## config.mk

```make
export PLATFORM = sky130hd
export DESIGN_NAME = stream_mux_rr_flat
export DESIGN_NICKNAME = d
export VERILOG_FILES = /design/src/rtl/stream_mux_rr_if.sv /design/src/rtl/stream_mux_rr.sv /design/src/flat_wrapper.sv
export SDC_FILE = /design/constraint.sdc
export NUM_CORES = 1
export LEC_CHECK = 0
export ABC_AREA = 1
export CORE_UTILIZATION = 40
export CTS_BUF_LIST = sky130_fd_sc_hd__clkbuf_4 sky130_fd_sc_hd__clkbuf_8
export DETAILED_ROUTE_END_ITERATION = 16
export DONT_BUFFER_PORTS = 1
export SLEW_MARGIN = 20
export SYNTH_ARGS = -nofsm -noshare
export SYNTH_HDL_FRONTEND = slang
export SYNTH_SLANG_ARGS = --single-unit
```

## constraint.sdc

```tcl
create_clock -name clk -period 7.2 [get_ports clk]
set_input_delay 0.36 -clock clk [delete_from_list [all_inputs] [get_ports clk]]
set_output_delay 0.36 -clock clk [all_outputs]
set_load 0.005 [all_outputs]
```

## src/rtl/stream_mux_rr_if.sv

```systemverilog
// Stream selector channel bundle: N input lanes plus one registered output lane.
// The slave modport is the selector's view; the master modport drives it.
interface stream_mux_rr_if #(
    parameter int NR_CH = 4,
    parameter int SEL_W = 2,
    parameter int DW    = 8
);
    logic                  mode;
    logic [SEL_W-1:0]      s;
    logic [NR_CH-1:0]      in_valid;
    logic [NR_CH*DW-1:0]   in_data;
    logic [NR_CH-1:0]      in_ready;
    logic                  out_valid;
    logic [DW-1:0]         out_data;
    logic [SEL_W-1:0]      out_ch;
    logic                  out_ready;

    modport master (
        output mode, s, in_valid, in_data, out_ready,
        input  in_ready, out_valid, out_data, out_ch
    );

    modport slave (
        input  mode, s, in_valid, in_data, out_ready,
        output in_ready, out_valid, out_data, out_ch
    );
endinterface

```

## src/rtl/stream_mux_rr.sv

```systemverilog
// N-to-1 valid/ready stream selector with a registered output stage.
// Grants either the channel indexed by s (mode=0) or round-robin from rr_ptr (mode=1).
module stream_mux_rr #(
    parameter int NR_CH = 4,
    parameter int SEL_W = 2,
    parameter int DW    = 8
) (
    input  logic            clk,
    input  logic            rst,
    stream_mux_rr_if.slave  bus
);

    logic [SEL_W-1:0] rr_ptr;
    logic             out_valid_q;
    logic [DW-1:0]    out_data_q;
    logic [SEL_W-1:0] out_ch_q;

    logic             load;
    logic [SEL_W-1:0] g;
    logic             g_ok;
    logic [NR_CH-1:0] ready_c;
    logic             xfer;
    logic [DW-1:0]    data_sel;
    logic [SEL_W-1:0] ptr_nxt;
    int               t;

    always_comb begin
        load     = !out_valid_q || bus.out_ready;
        g        = '0;
        g_ok     = 1'b0;
        t        = 0;
        ready_c  = '0;
        xfer     = 1'b0;
        data_sel = '0;

        if (!bus.mode) begin
            g    = bus.s;
            g_ok = (int'(bus.s) < NR_CH);
        end else begin
            // Scan offsets 0..NR_CH-1 from the pointer; the first valid channel wins.
            for (int k = 0; k < NR_CH; k++) begin
                t = int'(rr_ptr) + k;
                if (t >= NR_CH) t = t - NR_CH;
                for (int c = 0; c < NR_CH; c++) begin
                    if (!g_ok && c == t && bus.in_valid[c]) begin
                        g    = SEL_W'(c);
                        g_ok = 1'b1;
                    end
                end
            end
        end

        for (int c = 0; c < NR_CH; c++) begin
            if (g_ok && SEL_W'(c) == g) begin
                ready_c[c] = load && !rst;
                xfer       = load && !rst && bus.in_valid[c];
                data_sel   = bus.in_data[c*DW +: DW];
            end
        end

        // Explicit wrap keeps the pointer inside 0..NR_CH-1 for non-power-of-two NR_CH.
        ptr_nxt = (int'(g) == NR_CH - 1) ? '0 : g + SEL_W'(1);
    end

    always_ff @(posedge clk) begin
        if (rst) begin
            out_valid_q <= 1'b0;
            out_data_q  <= '0;
            out_ch_q    <= '0;
            rr_ptr      <= '0;
        end else begin
            if (xfer) begin
                out_valid_q <= 1'b1;
                out_data_q  <= data_sel;
                out_ch_q    <= g;
                if (bus.mode) rr_ptr <= ptr_nxt;
            end else if (bus.out_ready) begin
                out_valid_q <= 1'b0;
            end
        end
    end

    assign bus.in_ready  = ready_c;
    assign bus.out_valid = out_valid_q;
    assign bus.out_data  = out_data_q;
    assign bus.out_ch    = out_ch_q;

endmodule
```

## src/flat_wrapper.sv

```systemverilog
// flat-port wrapper written by rule: the top's interface ports become plain ports
module stream_mux_rr_flat 
#(
    parameter int NR_CH = 4,
    parameter int SEL_W = 2,
    parameter int DW    = 8
)
  (clk, rst, bus_mode, bus_s, bus_in_valid, bus_in_data, bus_out_ready, bus_in_ready, bus_out_valid, bus_out_data, bus_out_ch);
  stream_mux_rr_if #(.NR_CH(NR_CH), .SEL_W(SEL_W), .DW(DW)) bus_i ();
  input  logic clk;
  input  logic rst;
  input wire logic [$bits(bus_i.mode)-1:0] bus_mode;
  input wire logic [$bits(bus_i.s)-1:0] bus_s;
  input wire logic [$bits(bus_i.in_valid)-1:0] bus_in_valid;
  input wire logic [$bits(bus_i.in_data)-1:0] bus_in_data;
  input wire logic [$bits(bus_i.out_ready)-1:0] bus_out_ready;
  output wire logic [$bits(bus_i.in_ready)-1:0] bus_in_ready;
  output wire logic [$bits(bus_i.out_valid)-1:0] bus_out_valid;
  output wire logic [$bits(bus_i.out_data)-1:0] bus_out_data;
  output wire logic [$bits(bus_i.out_ch)-1:0] bus_out_ch;
  assign bus_i.mode = bus_mode;
  assign bus_i.s = bus_s;
  assign bus_i.in_valid = bus_in_valid;
  assign bus_i.in_data = bus_in_data;
  assign bus_i.out_ready = bus_out_ready;
  assign bus_in_ready = bus_i.in_ready;
  assign bus_out_valid = bus_i.out_valid;
  assign bus_out_data = bus_i.out_data;
  assign bus_out_ch = bus_i.out_ch;
  stream_mux_rr #(.NR_CH(NR_CH), .SEL_W(SEL_W), .DW(DW)) u_core (.clk(clk), .rst(rst), .bus(bus_i));
endmodule
```

==> results of run 1 <==
==> worst max-delay path: stages, from the launching register on <==
cell	delay, ns
sky130_fd_sc_hd__dfxtp_1	0.40
sky130_fd_sc_hd__inv_1	0.06
sky130_fd_sc_hd__nand2_1	0.11
sky130_fd_sc_hd__inv_2	0.06
sky130_fd_sc_hd__nand2_2	0.06
sky130_fd_sc_hd__nand2_1	0.10
sky130_fd_sc_hd__nor2_4	0.12
sky130_fd_sc_hd__nand4_2	0.09
sky130_fd_sc_hd__nor2_2	0.13
sky130_fd_sc_hd__nand4_2	0.12
sky130_fd_sc_hd__nor2_4	0.17
sky130_fd_sc_hd__nand3_1	0.10
sky130_fd_sc_hd__nor2_1	0.09
sky130_fd_sc_hd__inv_1	0.06
sky130_fd_sc_hd__nand4_1	0.07
sky130_fd_sc_hd__o21a_1	0.24
sky130_fd_sc_hd__ha_1	0.43
sky130_fd_sc_hd__clkinv_1	0.34
sky130_fd_sc_hd__nand4_1	0.18
sky130_fd_sc_hd__nand2_1	0.06
sky130_fd_sc_hd__nand2_1	0.05
sky130_fd_sc_hd__nand2_1	0.07
sky130_fd_sc_hd__nand2_2	0.08
sky130_fd_sc_hd__nand2_4	0.12
sky130_fd_sc_hd__inv_2	0.15
sky130_fd_sc_hd__nor2_1	0.07
sky130_fd_sc_hd__nor2_1	0.11
==> cell families (layout without fill, tap and decap cells) <==
group	after synthesis	after routing	share of synthesized area, %
and+or+nand+nor	119	119	48.2
AOI/OAI and AO/OA	34	34	15.0
buffers and inverters	31	26	11.6
DFF	13	13	21.1
adders and majority gates	4	4	4.06
==> flip-flops by register name (all words and copies together) (netlist names) <==
signal / count
u_core.bus.out_data: 8
u_core.bus.out_valid: 1
u_core.rr_ptr: 2
u_core.bus.out_ch: 2
==> synthesized netlist by cell type <==
library cell                count  share of area, %
sky130_fd_sc_hd__inv_1         16               4.9
sky130_fd_sc_hd__ha_1           4               4.1
sky130_fd_sc_hd__nor2_1        36                11
sky130_fd_sc_hd__nor2_4         2               1.8
sky130_fd_sc_hd__a22oi_1        1              0.61
sky130_fd_sc_hd__nor3_1         1              0.41
sky130_fd_sc_hd__nor4_1         1              0.51
sky130_fd_sc_hd__nand2_4        3               2.7
sky130_fd_sc_hd__o311ai_0       1              0.71
sky130_fd_sc_hd__clkinv_1       2              0.61
sky130_fd_sc_hd__nand2_2        4               2.0
sky130_fd_sc_hd__o21a_1         1              0.61
sky130_fd_sc_hd__buf_2          3               1.2
sky130_fd_sc_hd__nand4_1       12               6.1
sky130_fd_sc_hd__dfxtp_1       13                21
sky130_fd_sc_hd__nor2_2         2               1.0
sky130_fd_sc_hd__inv_2          4               1.2
sky130_fd_sc_hd__nand4_2        2               2.0
sky130_fd_sc_hd__a21oi_1        3               1.2
sky130_fd_sc_hd__nand3_1       21               8.5
sky130_fd_sc_hd__a31oi_1        2               1.0
sky130_fd_sc_hd__o21ai_0       11               4.5
sky130_fd_sc_hd__nand4_4        1               1.7
sky130_fd_sc_hd__o21ai_1       14               5.7
sky130_fd_sc_hd__buf_6          3               2.7
sky130_fd_sc_hd__nand2_1       34                10
sky130_fd_sc_hd__o2111ai_1      1              0.71
sky130_fd_sc_hd__clkbuf_1       3              0.91
==> stage by stage <==
stage / hold slack (ns) / cells / area (µm²) / setup slack (ns)
global route: 0.252 / 227 / 1240 / 3.05
floorplan: 0.477 / 201 / 1230 / 4.22
CTS: 0.243 / 227 / 1240 / 3.53
finish: 0.254 / 227 / 1240 / 3.48
global placement: 0.506 / 223 / 1210 / 3.74
detailed placement: 0.509 / 223 / 1210 / 3.56
==> metal layers <==
metal,track usage [%],vias to the layer above,part of all wire [%]
met5,0,-,0
met4,10.1,0,1.3
met3,2.95,6,7.9
met2,31.6,57,48
met1,24.8,568,43
li1,-,664,-
==> final timing paths <==
path / endpoint / depth (start not counted) / slack [ns] / start
max: u_core.bus.out_data[6]$_SDFFE_PP0P_ / 26 / 3.48 / u_core.rr_ptr[1]$_SDFFE_PP0P_
min: u_core.rr_ptr[0]$_SDFFE_PP0P_ / 2 / 0.25 / bus_mode
max reg2reg: u_core.bus.out_data[6]$_SDFFE_PP0P_ / 26 / 3.48 / u_core.rr_ptr[1]$_SDFFE_PP0P_
min reg2reg: u_core.bus.out_data[5]$_SDFFE_PP0P_ / 2 / 0.51 / u_core.bus.out_data[5]$_SDFFE_PP0P_
==> report_power, final <==
part	total (µW)	switching (µW)	internal [µW]
Sequential	91.1	8.31	82.8
Combinational	112	74.0	37.8
Clock	46.0	20.8	25.2
==> final cells by class <==
| type | instances | area (µm²) |
|---|---|---|
| Sequential cell | 13 | 260 |
| Tap cell | 31 | 38.8 |
| Multi-Input combinational cell | 157 | 830 |
| Fill cell | 299 | 1590 |
| Clock buffer | 4 | 30.0 |
| Inverter | 22 | 82.6 |
==> results_tabular.tex, run 1 <==
\begin{tabular}{lr}
\hline
Metric & Value \\
\hline
\multicolumn{2}{l}{\textbf{Run status}} \\
Outcome & finished with violations \\
Violations in the final reports & DRC \\
\multicolumn{2}{l}{\textbf{Worst setup path}} \\
Highest net fanout along the worst path & 17 \\
Kind of critical path & reg -> reg \\
CP arrival & just under 4 ns \\
Kind of launch point of the worst setup path & flip-flop \\
Worst Setup End Kind & flip-flop \\
Data required time of the worst path & 7.40 ns \\
\multicolumn{2}{l}{\textbf{Timing}} \\
Skew final & 0.00543 ns \\
Worst slew margin relative to its limit & 74.0\% \\
Total setup violations reported at the end of the flow & 0 \\
Count of final hold-check violations & 0 \\
Slew @ Worst Pin & 0.388 ns \\
Unrepaired setup endpoints after global routing & no \\
Fmax achieved & 269 MHz \\
Min Clock Period, post-route & 3.72 ns \\
Number of pins exceeding their max-slew limit in the final report & 0 \\
Final worst path period share & between 50 and 60\% \\
Sum Neg Setup Slack & 0 ns \\
\multicolumn{2}{l}{\textbf{Finish}} \\
Antenna diode count & 0 \\
Fraction of layout cells with a size suffix above 1 & 11.2\% \\
Most common cell after layout, fill and taps aside & sky130\_fd\_sc\_hd\_\_nor2\_1 \\
Final layout net count & between 200 and 250 \\
Layout overhead on the synthesized area & 0.711\% \\
Most used cells in the layout excluding fill and tap cells & sky130\_fd\_sc\_hd\_\_nor2\_1, sky130\_fd\_sc\_hd\_\_nand2\_1, sky130\_fd\_sc\_hd\_\_nand3\_1 \\
Final core utilization & 43.9\% \\
\multicolumn{2}{l}{\textbf{Clocking}} \\
Clock-pin slew reported for the worst setup and hold paths after clock tree synthesis & 0.07 ns \\
Clock tree sinks & 13 \\
Number of setup buffers added after CTS & 0 \\
Root buffer selected by CTS & sky130\_fd\_sc\_hd\_\_clkbuf\_4 \\
Largest buffer count on any clock path & 2 \\
CTS Hold Bufs & 0 \\
CTS-repair resized insts & 0 \\
Number of buffers inserted during clock tree synthesis & 3 \\
Depth of the CTS H-tree & 1 \\
Insertion delay to the later sink of the worst-skew pair & 0.27 ns \\
TritonCTS clock tree & done \\
\multicolumn{2}{l}{\textbf{Floorplanning}} \\
Core area & 0.00283 mm² \\
Std-Cell Rows & 19 \\
Initial core utilization & 43.6\% \\
Die height & 57.5 µm \\
Die area & about 0.0033 mm² \\
Chip width & approximately 58 µm \\
Ports & 57 \\
\multicolumn{2}{l}{\textbf{Synthesis}} \\
Synthesized netlist net count & approximately 250 \\
Post-synthesis instance area & around 0.0012 mm² \\
Flip-flop and latch count after synthesis & 13 \\
Post-Synthesis Cells & 201 \\
Synthesized area per cell & just over 6 µm² \\
Warnings, synthesis & 0 \\
Distinct cells, synth & 28 \\
Sequential fraction of the synthesis area & between 20\% and 30\% \\
\multicolumn{2}{l}{\textbf{Global routing}} \\
Via count of the first global-routing pass & about 1.2k \\
Largest net degree at the start of global routing & 23 \\
Antenna violations before repair & 0 \\
Sum of overflow across all layers after global routing & 0 \\
All-Layer GR Usage & approximately a fifth \\
First-pass GRT wire length & 5120 µm \\
\multicolumn{2}{l}{\textbf{Routing}} \\
First drt pass iteration count & 10 \\
Total routed wirelength & approximately 3100 µm \\
Avg WL per Cell & 13.8 µm \\
Number of design-rule violations left by the first detailed-router iteration & between 80 and 90 \\
Total via count in the routed design & 1295 \\
Number of nets with antenna violations after detailed routing & 0 \\
Number of vias per cell after detailed routing & 5.70 \\
DRC viols & 3 \\
\multicolumn{2}{l}{\textbf{Placement}} \\
Final GP Congestion & just under 0.9 \\
DPL Wire Length & between 2000 and 2500 µm \\
Port-buffer cells & 0 \\
\multicolumn{2}{l}{\textbf{Pwr}} \\
Static Leakage & 0.000552 µW \\
Power density cells & between 200 and 250 mW/mm² \\
Power after layout & 249 µW \\
Largest voltage drop on the vdd net & 0.122 mV \\
\multicolumn{2}{l}{\textbf{Worst hold path}} \\
Path class of the lowest-slack min-delay path & in -> reg \\
\multicolumn{2}{l}{\textbf{Flow run}} \\
Max-cap viol count & 0 \\
\hline
\end{tabular}
Power figures use the tool's default switching activity.
==> run 2, diff against run 1 <==
==> constraint.sdc (replaced) <==
create_clock -name clk -period 3.1 [get_ports clk]
set_input_delay 0.155 -clock clk [delete_from_list [all_inputs] [get_ports clk]]
set_output_delay 0.155 -clock clk [all_outputs]
set_load 0.005 [all_outputs]
==> results_tabular.tex, run 2 (synthesized netlist as in run 1, its figures left out) <==
\begin{tabular}{lr}
\hline
Metric & Value \\
\hline
\multicolumn{2}{l}{\textbf{Clocking}} \\
Number of buffers inserted during clock tree synthesis & 3 \\
Insertion delay to the later sink of the worst-skew pair & around 0.26 ns \\
Depth of the CTS H-tree & 1 \\
Clock tree sinks & 13 \\
Clock-pin slew reported for the worst setup and hold paths after clock tree synthesis & 0.07 ns \\
Largest buffer count on any clock path & 2 \\
TritonCTS clock tree & done \\
Root buffer selected by CTS & sky130\_fd\_sc\_hd\_\_clkbuf\_4 \\
CTS Hold Bufs & 0 \\
\multicolumn{2}{l}{\textbf{Timing}} \\
Unrepaired setup endpoints after global routing & yes \\
Fmax achieved & 328 MHz \\
Slew @ Worst Pin & 0.476 ns \\
Count of final hold-check violations & 0 \\
Number of pins exceeding their max-slew limit in the final report & 0 \\
Final worst path period share & 98.2\% \\
Min Clock Period, post-route & just over 3 ns \\
Worst hold slack after final layout & 0.0570 ns \\
Worst slew margin relative to its limit & around two thirds \\
Total setup violations reported at the end of the flow & 0 \\
Skew final & 0.000519 ns \\
\multicolumn{2}{l}{\textbf{Pwr}} \\
Power Internal & 414 µW \\
Static Leakage & roughly 0.00069 µW \\
Share of power burned in combinational logic & 54.0\% \\
Switch Pwr & 281 µW \\
Largest voltage drop on the vdd net & 0.278 mV \\
Sequential share of power & 30.9\% \\
Power after layout & a little under 700 µW \\
Clock network fraction of total power & 15.1\% \\
Power density cells & 439 mW/mm² \\
Sw frac & 40.4\% \\
\multicolumn{2}{l}{\textbf{Worst setup path}} \\
Highest net fanout along the worst path & 8 \\
Data required time of the worst path & approximately 3.3 ns \\
Cell type of the slowest stage on the worst timing path & sky130\_fd\_sc\_hd\_\_dfxtp\_4 \\
Largest stage delay on the critical path & 0.37 ns \\
CP arrival & between 3 and 4 ns \\
Kind of launch point of the worst setup path & flip-flop \\
Kind of critical path & reg -> reg \\
Worst Setup End Kind & flip-flop \\
Cell-by-cell trace of the critical path & inv\_2 -> nand2\_2 -> inv\_2 -> nand2\_2 -> nand2\_2 -> nor2\_4 -> nand4\_4 -> nor2\_4 -> nand2\_4 -> nor2\_4 -> nor3\_4 -> nor4\_4 -> a31oi\_2 -> buf\_4 -> ha\_4 -> nand2\_4 -> nor2\_4 -> nand2\_1 -> nand2\_1 -> nand2\_2 -> nand2\_4 -> buf\_12 -> o21ai\_2 -> nor2\_1 \\
\multicolumn{2}{l}{\textbf{Flow run}} \\
Max-cap viol count & 0 \\
\multicolumn{2}{l}{\textbf{Placement}} \\
Final GP Congestion & 0.904 \\
Cell count after placement & 234 \\
DPL Wire Length & 2560 µm \\
Port-buffer cells & 0 \\
\multicolumn{2}{l}{\textbf{Routing}} \\
Number of nets with antenna violations after detailed routing & 0 \\
Total routed wirelength & $\sim$3500 µm \\
DRC viols & 3 \\
Number of design-rule violations left by the first detailed-router iteration & 85 \\
Total via count in the routed design & 1356 \\
Number of vias per cell after detailed routing & between 5 and 6 \\
First drt pass iteration count & 11 \\
Avg WL per Cell & approximately 14 µm \\
\multicolumn{2}{l}{\textbf{Finish}} \\
Antenna diode count & 0 \\
Final layout net count & about 270 \\
Layout overhead on the synthesized area & 28.4\% \\
Most used cells in the layout excluding fill and tap cells & sky130\_fd\_sc\_hd\_\_nor2\_1, sky130\_fd\_sc\_hd\_\_nand2\_1, sky130\_fd\_sc\_hd\_\_nand3\_1 \\
Final core utilization & 55.9\% \\
Fraction of layout cells with a size suffix above 1 & 33.9\% \\
Number of flip-flops under the largest register name & 8 \\
Most common cell after layout, fill and taps aside & sky130\_fd\_sc\_hd\_\_nor2\_1 \\
Cell Count, Final, Fillers Out & 249 \\
\multicolumn{2}{l}{\textbf{Floorplanning}} \\
Die area & 0.00331 mm² \\
Std-Cell Rows & 19 \\
Initial core utilization & 43.6\% \\
Chip width & 57.5 µm \\
Ports & 57 \\
Core area & around 0.0028 mm² \\
Die height & around 58 µm \\
\multicolumn{2}{l}{\textbf{Global routing}} \\
Largest net degree at the start of global routing & 23 \\
All-Layer GR Usage & 19.6\% \\
Via count of the first global-routing pass & 1249 \\
Antenna violations before repair & 0 \\
First-pass GRT wire length & 5200 µm \\
Sum of overflow across all layers after global routing & 0 \\
\multicolumn{2}{l}{\textbf{Worst hold path}} \\
Path class of the lowest-slack min-delay path & in -> reg \\
\multicolumn{2}{l}{\textbf{Run status}} \\
Violations in the final reports & DRC \\
Outcome & finished with violations \\
\hline
\end{tabular}
run 2: cell count changes in the layout (fill, tap and decap cells not counted), sizes merged:
cell,before,now
inv,20,22
clkinv,2,0
buf,0,22
run 2: timing repair:
item	CTS	global route
resized for setup	1	44
setup endpoints to repair	8	17
setup buffers	1	10
pin swaps	1	15
run 2: area by class of cell:
type / instances / area (µm²)
clock buffer: 4 / 30.0
tap: 31 / 38.8
multi-input combinational: 157 / 970
inverter: 22 / 82.6
fill: 274 / 1250
timing repair buffer: 22 / 194
sequential: 13 / 268
run 2: critical path, delay by kind of cell, from the launching register on:
kind            cells  cell delay (ns)
simple gates       17             1.72
compound gates      2             0.27
fa+ha+maj           1             0.16
buf+inv             4             0.42
flops               1             0.37
run 2: per-layer routing:
layer | track usage [%] | part of all wire, % | up-vias
met5 | 0 | 0 | -
met4 | 8.36 | 1.0 | 0
met3 | 2.04 | 5.8 | 4
met2 | 32.7 | 49 | 40
met1 | 25.6 | 44 | 604
li1 | - | - | 708
run 2: worst paths after layout:
check / from / endpoint / slack [ns] / cells after the start
setup reg to reg: u_core.rr_ptr[1]$_SDFFE_PP0P_ / u_core.bus.out_data[3]$_SDFFE_PP0P_ / 0.05 / 24
hold reg to reg: u_core.bus.out_data[5]$_SDFFE_PP0P_ / u_core.bus.out_data[5]$_SDFFE_PP0P_ / 0.51 / 2
hold / removal: bus_mode / u_core.rr_ptr[0]$_SDFFE_PP0P_ / 0.06 / 2
setup / recovery: u_core.rr_ptr[1]$_SDFFE_PP0P_ / u_core.bus.out_data[3]$_SDFFE_PP0P_ / 0.05 / 24
run 2: power by group through the flow:
| stage | Combinational [µW] | Sequential (µW) | Clock, µW |
|---|---|---|---|
| after floorplan | 222 | 211 | 0 |
| after global placement | 290 | 215 | 0 |
| after detailed placement | 296 | 215 | 0 |
| after CTS | 301 | 212 | 111 |
| after global routing | 417 | 218 | 118 |
| final | 375 | 215 | 105 |
run 2: per-stage QoR:
step / instance area [µm²] / setup WS (ns) / setup TNS (ns)
after floorplan: 1230 / 0.119 / 0
after global placement: 1320 / 0.0905 / 0
after detailed placement: 1320 / -0.00464 / -0.00849
after CTS: 1360 / 0.00160 / 0
after global routing: 1580 / -0.172 / -2.03
final: 1580 / 0.0548 / 0
==> run 3, diff against run 2 <==
--- a/config.mk
+++ b/config.mk
@@ -10,6 +10,7 @@
 export CTS_BUF_LIST = sky130_fd_sc_hd__clkbuf_4 sky130_fd_sc_hd__clkbuf_8
 export DETAILED_ROUTE_END_ITERATION = 16
 export DONT_BUFFER_PORTS = 1
+export PLACE_DENSITY_LB_ADDON = 0.15
 export SLEW_MARGIN = 20
 export SYNTH_ARGS = -nofsm -noshare
 export SYNTH_HDL_FRONTEND = slang
==> results_tabular.tex, run 3 (synthesized netlist as in run 1, its figures left out) <==
\begin{tabular}{lr}
\hline
Metric & Value \\
\hline
\multicolumn{2}{l}{\textbf{Timing}} \\
Slew @ Worst Pin & approximately 0.37 ns \\
Skew final & 0.00998 ns \\
Min Clock Period, post-route & 3.05 ns \\
Unrepaired setup endpoints after global routing & yes \\
Worst slew margin relative to its limit & around three quarters \\
Total setup violations reported at the end of the flow & 0 \\
Count of final hold-check violations & 0 \\
Number of pins exceeding their max-slew limit in the final report & 0 \\
Fmax achieved & 328 MHz \\
Final worst path period share & 98.5\% \\
\multicolumn{2}{l}{\textbf{Placement}} \\
Final GP Congestion & 0.882 \\
Post-place instance area & 0.00132 mm² \\
Port-buffer cells & 0 \\
DPL Wire Length & 2560 µm \\
\multicolumn{2}{l}{\textbf{Global routing}} \\
Sum of overflow across all layers after global routing & 0 \\
First-pass GRT wire length & 5330 µm \\
Global-route track usage on met1 & 26.1\% \\
All-Layer GR Usage & 20.0\% \\
Antenna violations before repair & 0 \\
Busiest metal layer after global routing & met2 \\
Largest net degree at the start of global routing & 23 \\
Met3 track demand over resource in global routing & 3.85\% \\
Met2 track demand over resource & 32.6\% \\
Via count of the first global-routing pass & approximately 1.2k \\
\multicolumn{2}{l}{\textbf{Clocking}} \\
Depth of the CTS H-tree & 1 \\
Root buffer selected by CTS & sky130\_fd\_sc\_hd\_\_clkbuf\_4 \\
Clock-pin slew reported for the worst setup and hold paths after clock tree synthesis & 0.08 ns \\
CTS Hold Bufs & 0 \\
Clock tree sinks & 13 \\
Largest buffer count on any clock path & 2 \\
TritonCTS clock tree & done \\
Number of buffers inserted during clock tree synthesis & 3 \\
Insertion delay to the later sink of the worst-skew pair & 0.27 ns \\
\multicolumn{2}{l}{\textbf{Pwr}} \\
Power density cells & 435 mW/mm² \\
Largest voltage drop on the vdd net & 0.271 mV \\
Static Leakage & 0.000694 µW \\
\multicolumn{2}{l}{\textbf{Worst setup path}} \\
Highest net fanout along the worst path & 5 \\
Kind of launch point of the worst setup path & flip-flop \\
Buffering stage count on the worst path with inverters included & 6 \\
Data required time of the worst path & 3.28 ns \\
Delay-heaviest family, CP & simple AND/OR/NAND/NOR gates \\
RR Endpoint & u\_core.bus.out\_data[6]\$\_SDFFE\_PP0P\_ \\
CP arrival & 3.23 ns \\
Setup slack of the most critical reg-to-reg path & approximately 0.047 ns \\
Cell type of the slowest stage on the worst timing path & sky130\_fd\_sc\_hd\_\_dfxtp\_4 \\
Largest stage delay on the critical path & 0.37 ns \\
Reg-to-Reg Start & u\_core.rr\_ptr[0]\$\_SDFFE\_PP0P\_ \\
Worst Setup End Kind & flip-flop \\
Worst Reg-to-Reg Cells & 27 \\
Kind of critical path & reg -> reg \\
\multicolumn{2}{l}{\textbf{Worst hold path}} \\
Path class of the lowest-slack min-delay path & in -> reg \\
Hold Crit Depth & 2 \\
Hold Crit Start & bus\_mode \\
Endpoint, Worst Hold & u\_core.rr\_ptr[1]\$\_SDFFE\_PP0P\_ \\
\multicolumn{2}{l}{\textbf{Floorplanning}} \\
Die height & 57.5 µm \\
Core area & 0.00283 mm² \\
Chip width & 57.5 µm \\
Ports & between 50 and 60 \\
Die area & 0.00331 mm² \\
Std-Cell Rows & 19 \\
Initial core utilization & between 40\% and 50\% \\
\multicolumn{2}{l}{\textbf{Routing}} \\
Avg WL per Cell & about 14 µm \\
Number of design-rule violations left by the first detailed-router iteration & 93 \\
First drt pass iteration count & 10 \\
Number of nets with antenna violations after detailed routing & 0 \\
Total routed wirelength & 3610 µm \\
Total via count in the routed design & 1361 \\
Number of vias per cell after detailed routing & 5.44 \\
DRC viols & 3 \\
\multicolumn{2}{l}{\textbf{Finish}} \\
Antenna diode count & 0 \\
Layout overhead on the synthesized area & 31.8\% \\
Post-route standard cell area excluding fillers & roughly 0.0016 mm² \\
Most used cells in the layout excluding fill and tap cells & sky130\_fd\_sc\_hd\_\_nor2\_1, sky130\_fd\_sc\_hd\_\_nand2\_1, sky130\_fd\_sc\_hd\_\_nand3\_1 \\
Reg area & 268 µm² \\
Final layout net count & 266 \\
Number of flip-flops under the largest register name & 8 \\
Fraction of layout cells with a size suffix above 1 & 36.1\% \\
Number of fill cells & 276 \\
Final core utilization & 57.4\% \\
Area of the multi-input gates & approximately 0.0010 mm² \\
\multicolumn{2}{l}{\textbf{Flow run}} \\
Max-cap viol count & 0 \\
\multicolumn{2}{l}{\textbf{Run status}} \\
Violations in the final reports & DRC \\
Outcome & finished with violations \\
\hline
\end{tabular}
run 3: cell count changes in the layout (fill, tap and decap cells not counted), moves of 2 or more:
cell,previous run,this run
sky130_fd_sc_hd__ha_1,2,0
sky130_fd_sc_hd__o21ai_2,8,1
sky130_fd_sc_hd__buf_4,19,13
sky130_fd_sc_hd__ha_4,2,4
sky130_fd_sc_hd__a21oi_1,3,1
sky130_fd_sc_hd__buf_12,2,0
sky130_fd_sc_hd__nor2_2,2,7
sky130_fd_sc_hd__o21ai_1,9,15
sky130_fd_sc_hd__nor2_1,33,28
sky130_fd_sc_hd__nand2_2,9,11
sky130_fd_sc_hd__buf_6,1,9
sky130_fd_sc_hd__a21oi_2,0,2
run 3: area by class of cell:
| type | count | area share [%] |
|---|---|---|
| Multi-Input combinational cell | 158 | 61.9 |
| Sequential cell | 13 | 16.5 |
| Timing Repair Buffer | 22 | 12.2 |
| Inverter | 22 | 5.24 |
| Tap cell | 31 | 2.39 |
| Clock buffer | 3 | 1.39 |
| Clock inverter | 1 | 0.308 |
run 3: worst register-to-register path: stages (launching register included):
cell	delay, ns
sky130_fd_sc_hd__dfxtp_4	0.37
sky130_fd_sc_hd__inv_2	0.04
sky130_fd_sc_hd__nand2_2	0.08
sky130_fd_sc_hd__inv_2	0.05
sky130_fd_sc_hd__nand2_2	0.07
sky130_fd_sc_hd__nand2_2	0.06
sky130_fd_sc_hd__nor2_4	0.14
sky130_fd_sc_hd__nand4_4	0.10
sky130_fd_sc_hd__nor2_4	0.14
sky130_fd_sc_hd__buf_6	0.12
sky130_fd_sc_hd__nand4_4	0.07
sky130_fd_sc_hd__nor2_4	0.16
sky130_fd_sc_hd__nand3_2	0.08
sky130_fd_sc_hd__nor2_2	0.12
sky130_fd_sc_hd__inv_2	0.06
sky130_fd_sc_hd__nand4_1	0.08
sky130_fd_sc_hd__o21a_2	0.22
sky130_fd_sc_hd__inv_4	0.07
sky130_fd_sc_hd__ha_4	0.16
sky130_fd_sc_hd__nand2_4	0.09
sky130_fd_sc_hd__nor2_4	0.06
sky130_fd_sc_hd__nand2_1	0.07
sky130_fd_sc_hd__nand2_1	0.06
sky130_fd_sc_hd__nand2_2	0.09
sky130_fd_sc_hd__nand2_4	0.09
sky130_fd_sc_hd__buf_4	0.15
sky130_fd_sc_hd__o21ai_1	0.12
sky130_fd_sc_hd__nor2_1	0.05
run 3: repair_timing:
item,in CTS,in global routing
cloned,0,1
pin swaps,5,24
gates resized for setup,8,51
setup endpoints to repair,12,17
setup buffers,4,3
run 3: routing by layer:
metal | vias up | wire [µm]
met5 | - | 0
met2 | 38 | 1780
met1 | 607 | 1560
met3 | 6 | 217
li1 | 710 | -
met4 | 0 | 57
run 3: how the worst max path moves through the flow:
stage	depth (start not counted)	to	from	slack [ns]
after floorplan	26	u_core.rr_ptr[0]$_SDFFE_PP0P_	u_core.rr_ptr[1]$_SDFFE_PP0P_	0.12
after global placement	26	u_core.bus.out_data[7]$_SDFFE_PP0P_	u_core.rr_ptr[1]$_SDFFE_PP0P_	0.16
after detailed placement	25	u_core.bus.out_data[7]$_SDFFE_PP0P_	u_core.rr_ptr[1]$_SDFFE_PP0P_	-0.04
after CTS	25	u_core.bus.out_data[4]$_SDFFE_PP0P_	u_core.rr_ptr[1]$_SDFFE_PP0P_	0.0007
after global routing	27	u_core.bus.out_data[3]$_SDFFE_PP0P_	u_core.rr_ptr[0]$_SDFFE_PP0P_	-0.15
final	27	u_core.bus.out_data[6]$_SDFFE_PP0P_	u_core.rr_ptr[0]$_SDFFE_PP0P_	0.05
run 3: power by group:
part / internal [µW] / switching [µW] / total [µW] / leakage, µW
logic: 171 / 221 / 392 / 0.000568
registers: 193 / 21.4 / 214 / 0.000108
clock network: 47.8 / 52.5 / 100 / 0.0000177
total: 411 / 295 / 707 / 0.000694
run 3: through the flow:
| step | setup TNS [ns] | hold slack (ns) | total power, µW | instances | worst slack [ns] |
|---|---|---|---|---|---|
| after floorplan | 0 | 0.338 | 433 | 201 | 0.119 |
| after global placement | 0 | 0.330 | 501 | 238 | 0.157 |
| after detailed placement | -0.0964 | 0.333 | 508 | 238 | -0.0444 |
| after CTS | 0 | 0.0477 | 629 | 246 | 0.000720 |
| after global routing | -1.80 | 0.0357 | 766 | 250 | -0.147 |
| final | 0 | 0.0195 | 707 | 250 | 0.0468 |
